[src/rtl/div_issue_ctrl.sv]
// -----------------------------------------------------------------------------
// div_issue_ctrl
//
// Sits between the issue stage and one serial divider. It accepts one div/rem
// request, issues it to the divider with a single-cycle start strobe, collects
// the divider result and holds it until the writeback arbiter grants it. Only
// one operation can be in flight.
//
// Ports
//   clk_i, rst_ni                    clock, asynchronous active-low reset
//   flush_i                          kill the in-flight operation
//   req_valid_i / req_ready_o        issue request handshake
//   req_id_i, req_op_a_i,
//   req_op_b_i, req_opcode_i         request payload (opcode: 0 udiv, 1 div,
//                                    2 urem, 3 rem)
//   div_rdy_i                        divider idle
//   div_vld_o                        divider start strobe
//   div_id_o, div_op_a_o,
//   div_op_b_o, div_opcode_o         payload to the divider (request register)
//   div_flush_o                      flush forwarded to the divider
//   div_out_vld_i / div_out_rdy_o    divider result handshake
//   div_id_i, div_res_i              divider result payload
//   wb_valid_o / wb_ready_i          writeback handshake
//   wb_id_o, wb_result_o             writeback payload (result register)
//   err_o                            sticky: divider returned an unexpected id
// -----------------------------------------------------------------------------
module div_issue_ctrl #(
    parameter int unsigned WIDTH         = 64,
    parameter int unsigned TRANS_ID_BITS = 3
) (
    input  logic                     clk_i,
    input  logic                     rst_ni,
    input  logic                     flush_i,
    // issue side
    input  logic                     req_valid_i,
    output logic                     req_ready_o,
    input  logic [TRANS_ID_BITS-1:0] req_id_i,
    input  logic [WIDTH-1:0]         req_op_a_i,
    input  logic [WIDTH-1:0]         req_op_b_i,
    input  logic [1:0]               req_opcode_i,
    // divider input side
    input  logic                     div_rdy_i,
    output logic                     div_vld_o,
    output logic [TRANS_ID_BITS-1:0] div_id_o,
    output logic [WIDTH-1:0]         div_op_a_o,
    output logic [WIDTH-1:0]         div_op_b_o,
    output logic [1:0]               div_opcode_o,
    output logic                     div_flush_o,
    // divider output side
    input  logic                     div_out_vld_i,
    output logic                     div_out_rdy_o,
    input  logic [TRANS_ID_BITS-1:0] div_id_i,
    input  logic [WIDTH-1:0]         div_res_i,
    // writeback side
    output logic                     wb_valid_o,
    input  logic                     wb_ready_i,
    output logic [TRANS_ID_BITS-1:0] wb_id_o,
    output logic [WIDTH-1:0]         wb_result_o,
    output logic                     err_o
);

    typedef enum logic [1:0] {
        IDLE  = 2'd0,
        ISSUE = 2'd1,
        BUSY  = 2'd2,
        HOLD  = 2'd3
    } state_e;

    state_e                     state_reg, state_next;

    // Request register: captured on issue acceptance, feeds the divider.
    logic [TRANS_ID_BITS-1:0]   id_reg;
    logic [WIDTH-1:0]           op_a_reg;
    logic [WIDTH-1:0]           op_b_reg;
    logic [1:0]                 opcode_reg;

    // Result register: captured on the divider result handshake.
    logic [TRANS_ID_BITS-1:0]   res_id_reg;
    logic [WIDTH-1:0]           res_reg;

    logic                       err_reg;

    // Capture enables produced by the FSM.
    logic                       req_accept;
    logic                       res_accept;
    logic                       id_mismatch;

    // ------------------------------------------------------------------
    // Next-state and output logic
    // ------------------------------------------------------------------
    always_comb begin
        state_next    = state_reg;
        req_ready_o   = 1'b0;
        div_vld_o     = 1'b0;
        div_out_rdy_o = 1'b0;
        wb_valid_o    = 1'b0;
        req_accept    = 1'b0;
        res_accept    = 1'b0;

        unique case (state_reg)
            IDLE: begin
                // A flush in the same cycle blocks acceptance so a request
                // that issue is about to kill never reaches the divider.
                req_ready_o = div_rdy_i & ~flush_i;
                if (req_valid_i && req_ready_o) begin
                    req_accept = 1'b1;
                    state_next = ISSUE;
                end
            end
            ISSUE: begin
                div_vld_o  = ~flush_i;
                state_next = BUSY;
            end
            BUSY: begin
                div_out_rdy_o = ~flush_i;
                if (div_out_vld_i && div_out_rdy_o) begin
                    res_accept = 1'b1;
                    state_next = HOLD;
                end
            end
            HOLD: begin
                wb_valid_o = ~flush_i;
                if (wb_ready_i && wb_valid_o) begin
                    state_next = IDLE;
                end
            end
            default: state_next = IDLE;
        endcase

        // Flush wins over every transition; all strobes above are already
        // gated with ~flush_i so nothing leaks out in the flush cycle.
        if (flush_i) begin
            state_next = IDLE;
        end
    end

    assign id_mismatch = res_accept && (div_id_i != id_reg);

    // ------------------------------------------------------------------
    // State and data registers
    // ------------------------------------------------------------------
    always_ff @(posedge clk_i or negedge rst_ni) begin
        if (!rst_ni) begin
            state_reg  <= IDLE;
            id_reg     <= '0;
            op_a_reg   <= '0;
            op_b_reg   <= '0;
            opcode_reg <= '0;
            res_id_reg <= '0;
            res_reg    <= '0;
            err_reg    <= 1'b0;
        end else begin
            state_reg <= state_next;
            if (req_accept) begin
                id_reg     <= req_id_i;
                op_a_reg   <= req_op_a_i;
                op_b_reg   <= req_op_b_i;
                opcode_reg <= req_opcode_i;
            end
            if (res_accept) begin
                res_id_reg <= div_id_i;
                res_reg    <= div_res_i;
            end
            // Sticky until reset: a wrong id indicates a protocol bug
            // somewhere upstream, so it must not be lost by later ops.
            if (id_mismatch) begin
                err_reg <= 1'b1;
            end
        end
    end

    // ------------------------------------------------------------------
    // Output wiring
    // ------------------------------------------------------------------
    assign div_flush_o  = flush_i;
    assign div_id_o     = id_reg;
    assign div_op_a_o   = op_a_reg;
    assign div_op_b_o   = op_b_reg;
    assign div_opcode_o = opcode_reg;

    assign wb_id_o      = res_id_reg;
    assign wb_result_o  = res_reg;
    assign err_o        = err_reg;

endmodule
[config.mk]
export PLATFORM = sky130hd
export DESIGN_NAME = div_issue_ctrl
export DESIGN_NICKNAME = d
export VERILOG_FILES = /design/src/rtl/div_issue_ctrl.sv
export SDC_FILE = /design/constraint.sdc
export NUM_CORES = 1
export LEC_CHECK = 0
export CORE_MARGIN = 2
export CORE_UTILIZATION = 30
export DETAILED_ROUTE_END_ITERATION = 8
export GPL_TIMING_DRIVEN = 1
export HOLD_SLACK_MARGIN = 0.15
export PLACE_DENSITY = 0.63
export REMOVE_ABC_BUFFERS = 1
export SLEW_MARGIN = 20
export SYNTH_ARGS = -nofsm -noshare
export SYNTH_HDL_FRONTEND = slang
export SYNTH_SLANG_ARGS = --single-unit
[constraint.sdc]
create_clock -name clk_i -period 2 [get_ports clk_i]
set_input_delay 0.6 -clock clk_i [delete_from_list [all_inputs] [get_ports clk_i]]
set_output_delay 0.6 -clock clk_i [all_outputs]
set_load 0.01 [all_outputs]
* Word level (Yosys, flattened, before mapping)
Index checks and enable logic that the tools add are counted.
Storage, ports and cells: register bits 203, input port bits 207, output and inout port bits 206, logic and storage cells 36
Cells by class: equal/unequal tests 7, mux-type cells 13, bitwise gates (word level) 2, reductions and logical operators 6
Operator list (count):
- $ne 3x3->1 const B | 3
- $mux 1 | 8
- $mux 2 | 4
- $pmux 2 s4 | 1
- $eq 2x2->1 const B | 2
- $logic_and 1x1->1 | 4
- $ne 3x3->1 | 1
- $reduce_and 3->1 | 1
- $eq 2x1->1 const B | 1
- $logic_not 2->1 | 1
- $and 1x1->1 | 1
- $not 1->1 | 1

* Depth between registers and ports, before layout
depth after elaboration 6, mapped depth 7, gate-level depth less buffers 5

* Worst setup path before layout
OpenSTA, ideal clock, no wires.
kind register to register, start point register state_reg[0], end point register res_reg[46] (netlist: wb_result_o[46]), setup time 0.125 ns, arrival 1.572 ns, data required time 1.875 ns, setup slack 0.303 ns, stages on the path, launching flop included 8, path buffers 2, clock period less this slack 1.697 ns, cells stage by stage dfrtp_1 inv_1 ha_1 nor2b_2 nand2_1 buf_6 buf_6 mux2_4
On the way: longest elaborated chain between the ends 2
Ends and longest elaborated chain:
- start, declared | line 69 | state_e state_reg, state_next;
- start signal, assigned | line 153 | state_reg <= state_next;
- $eq 2x2->1 | line 100 | unique case (state_reg)
- $mux 1 | line 100
- end signal, assigned | line 162 | res_reg <= div_res_i;
- end, declared | line 79 | logic [WIDTH-1:0] res_reg;
No other way between the ends. A chain may end at the register's enable or synchronous reset.

* Worst setup path after layout
start point register state_reg[0], end point output port wb_valid_o
On the way: longest elaborated chain between the ends 2
Ends and longest elaborated chain:
- $eq 2x2->1 | line 100
- $mux 1 | line 100
- end, declared | line 55 | output logic wb_valid_o,
No other way between the ends.

==> results.md <==
* Period utilisation layout at 103%
* Setup slack after layout at -67.9 ps
* Critical path endpoint category: primary output
* Worst Path Required at 1400 ps
* RSZ-0062 raised after global routing: true
* CTS clock-pin slew for the worst setup and hold paths at 60 ps
* Top FF cell, synth: dfrtp_1
* Starting density of the core at 30.2%
* Power Density at 1410 nW/um2
* Failing checks: negative setup slack
* Total track usage at 15.3%
* Layout cells sized above 1 at 23.9%
* Seq/Total Area, Yosys at 65.0%
* Relative slew slack at 71.0%
* Buf+Inv Stages, Crit Path at 2
* First-pass DRT Iterations at 4
* Die height at 165 um
* Nets@finish at 1121
* IO buf count at 412
* Worst VDD drop at 0.959 mV
* Clk_lat worst skew at 500 ps
* Crit path kind: reg -> out
* Max-slew violation count at 0
* Type of origin of the critical path: register
* Worst-path maximum fanout at 3
* Worst path cell trace: buf_6 -> ha_4 -> nor2b_1 -> buf_2
* Library cells used by synthesis at 25
* Total CTS buffers at 24
* Pre-CTS WS at -492 ps
* Vias in the first global route at 5523
* Clock Sink Count at 203
* Final Hold Fails at 0
* Htree depth at 1
* Die X at 165 um
* Vias per cell at 4.35
* Pleak at 6.36 nW
* Metal1 wirelength at 8.40 mm
* TritonCTS clock tree: built
* Routed length on met2 at 11.1 mm
* Wirelength per Cell at 17.8 um
* Initial antenna violation count at 1
* Die Footprint at 27300 um2
* Slowest cell on crit path: dfrtp_1
* Yosys warns at 0
* Pin count of the biggest net entering global routing at 47
* Grt total ovfl at 0
* Ports at 413
* WP data arrival at 1470 ps
* Post-Route WL at 22.5 mm
* Placement Cell Area at 12500 um2
* Initial DRC count at 226
* Max Cap Viol at 0
* Gate Count Post-Synth at 452
* Post-route ant nets at 0
* First-pass GRT wire length at 32.2 mm
* Final Skew at 8.10 ps
* Met3 WL at 2.56 mm
* Top Layer Used: met4
* Clock Tree Buf Depth at 3
* HPWL Detailed at 17.2 mm
* Diodes inserted at 0
* Root buf cell: clkbuf_16
* Row cnt at 59
* Minimum clock period at 2070 ps
* HP Class: reg -> reg
* Critical Path Max Stage Delay at 400 ps
* Vias at 5481
* Final worst hold slack at 475 ps
* Fraction of synthesis flops using an asynchronous set or reset pin at 100%
* # setup viols final at 4
* Synth Register Bits at 203
* Area delta synth->final at 70.6%
* Delay-heaviest family, CP: flip-flops
* Post-route cell area at 13300 um2
* Syn Std Cell Area at 7810 um2
* Fmax achieved at 0.484 GHz
* Drt drc at 0
* Worst-Margin Slew at 436 ps
* Syn Area/Cell at 17.3 um2
* Routability cong. at 0.769
* EDFF count, synth at 0
* Run status: complete, but fails checks
* Total core area at 25800 um2
synthesized netlist by cell type (2+ instances only):
| cell type | number | share of area (%) |
|---|---|---|
| dfrtp_1 | 203 | 65 |
| mux2_2 | 111 | 16 |
| mux2_1 | 70 | 10 |
| mux2_4 | 19 | 3.7 |
| buf_6 | 11 | 1.6 |
| buf_2 | 10 | 0.64 |
| ha_1 | 5 | 0.80 |
| xor2_1 | 3 | 0.34 |
| inv_1 | 2 | 0.096 |
| nand2b_1 | 2 | 0.16 |
| nor2b_1 | 2 | 0.16 |
routing by layer:
metal / vias to the layer above / GRT usage [%]
li1: 2521 / -
met1: 2651 / 17.5
met2: 275 / 26.5
met3: 34 / 6.07
met4: 0 / 4.19
met5: - / 0
kinds of logic after synthesis:
kind of cell,after synthesis,synth area share [%]
compound gates,6,0.593
xor+xnor,3,0.336
buf+inv,24,2.42
mux,200,29.7
simple gates,11,1.09
fa+ha+maj,5,0.801
flops,203,65.0
final cells by class:
type | instances | area, um2
clock buffer | 37 | 701
clock inverter | 6 | 155
fill | 2299 | 12500
inverter | 2 | 7.51
multi-input combinational | 225 | 2620
sequential | 203 | 5080
tap | 335 | 419
timing repair buffer | 453 | 4340
through the flow:
stage | utilization (%) | setup TNS (ps) | instances | power [mW]
after detailed placement | 48.6 | -56250 | 1210 | 15.5
after floorplan | - | -193790 | 430 | 10.1
after global placement | 48.6 | -51480 | 1210 | 15.4
final | 51.6 | -211 | 1261 | 18.8
after global routing | 51.6 | -456 | 1261 | 19.9
after CTS | 51.1 | -456 | 1258 | 19.1
worst paths after layout:
path	slack [ps]	cells past startpoint	to	from
max	-70	4	wb_valid_o	state_reg[0]
min	480	1	err_o	err_o
max reg2reg	100	8	wb_result_o[30]	state_reg[1]
min reg2reg	480	1	err_o	err_o
max in group asynchronous	780	3	div_op_b_o[21]	rst_ni
min in group asynchronous	610	2	wb_result_o[0]	rst_ni
report_power, final:
group / total (mW) / internal, mW / switching [mW]
combinational: 7.12 / 4.09 / 3.03
clock: 4.70 / 3.04 / 1.65
sequential: 7.01 / 6.07 / 0.941
placed cells by master, fill, tap and decap left out, types with 2 or more instances in the layout:
master / n
dlygate4sd2_1: 193
bufinv_16: 5
clkbuf_1: 9
clkbuf_16: 25
mux2_4: 19
buf_6: 6
dlymetal6s2s_1: 10
buf_12: 9
inv_2: 2
mux2_1: 70
nand2b_1: 2
dfrtp_1: 203
nor2b_4: 2
ha_4: 4
buf_4: 27
mux2_2: 111
clkbuf_8: 4
xor2_1: 3
clkdlybuf4s50_1: 204
buf_2: 2
timing repair:
action                                 4_1_cts  5_1_grt
pin swaps                                    1        3
cloned                                       0        0
endpoints found under the hold margin       40        0
hold buffers                                 1        0
setup endpoints to repair                  196       14
gates resized for setup                    218       20
buffers inserted                             4        3
(Power assumes the default switching activity.)
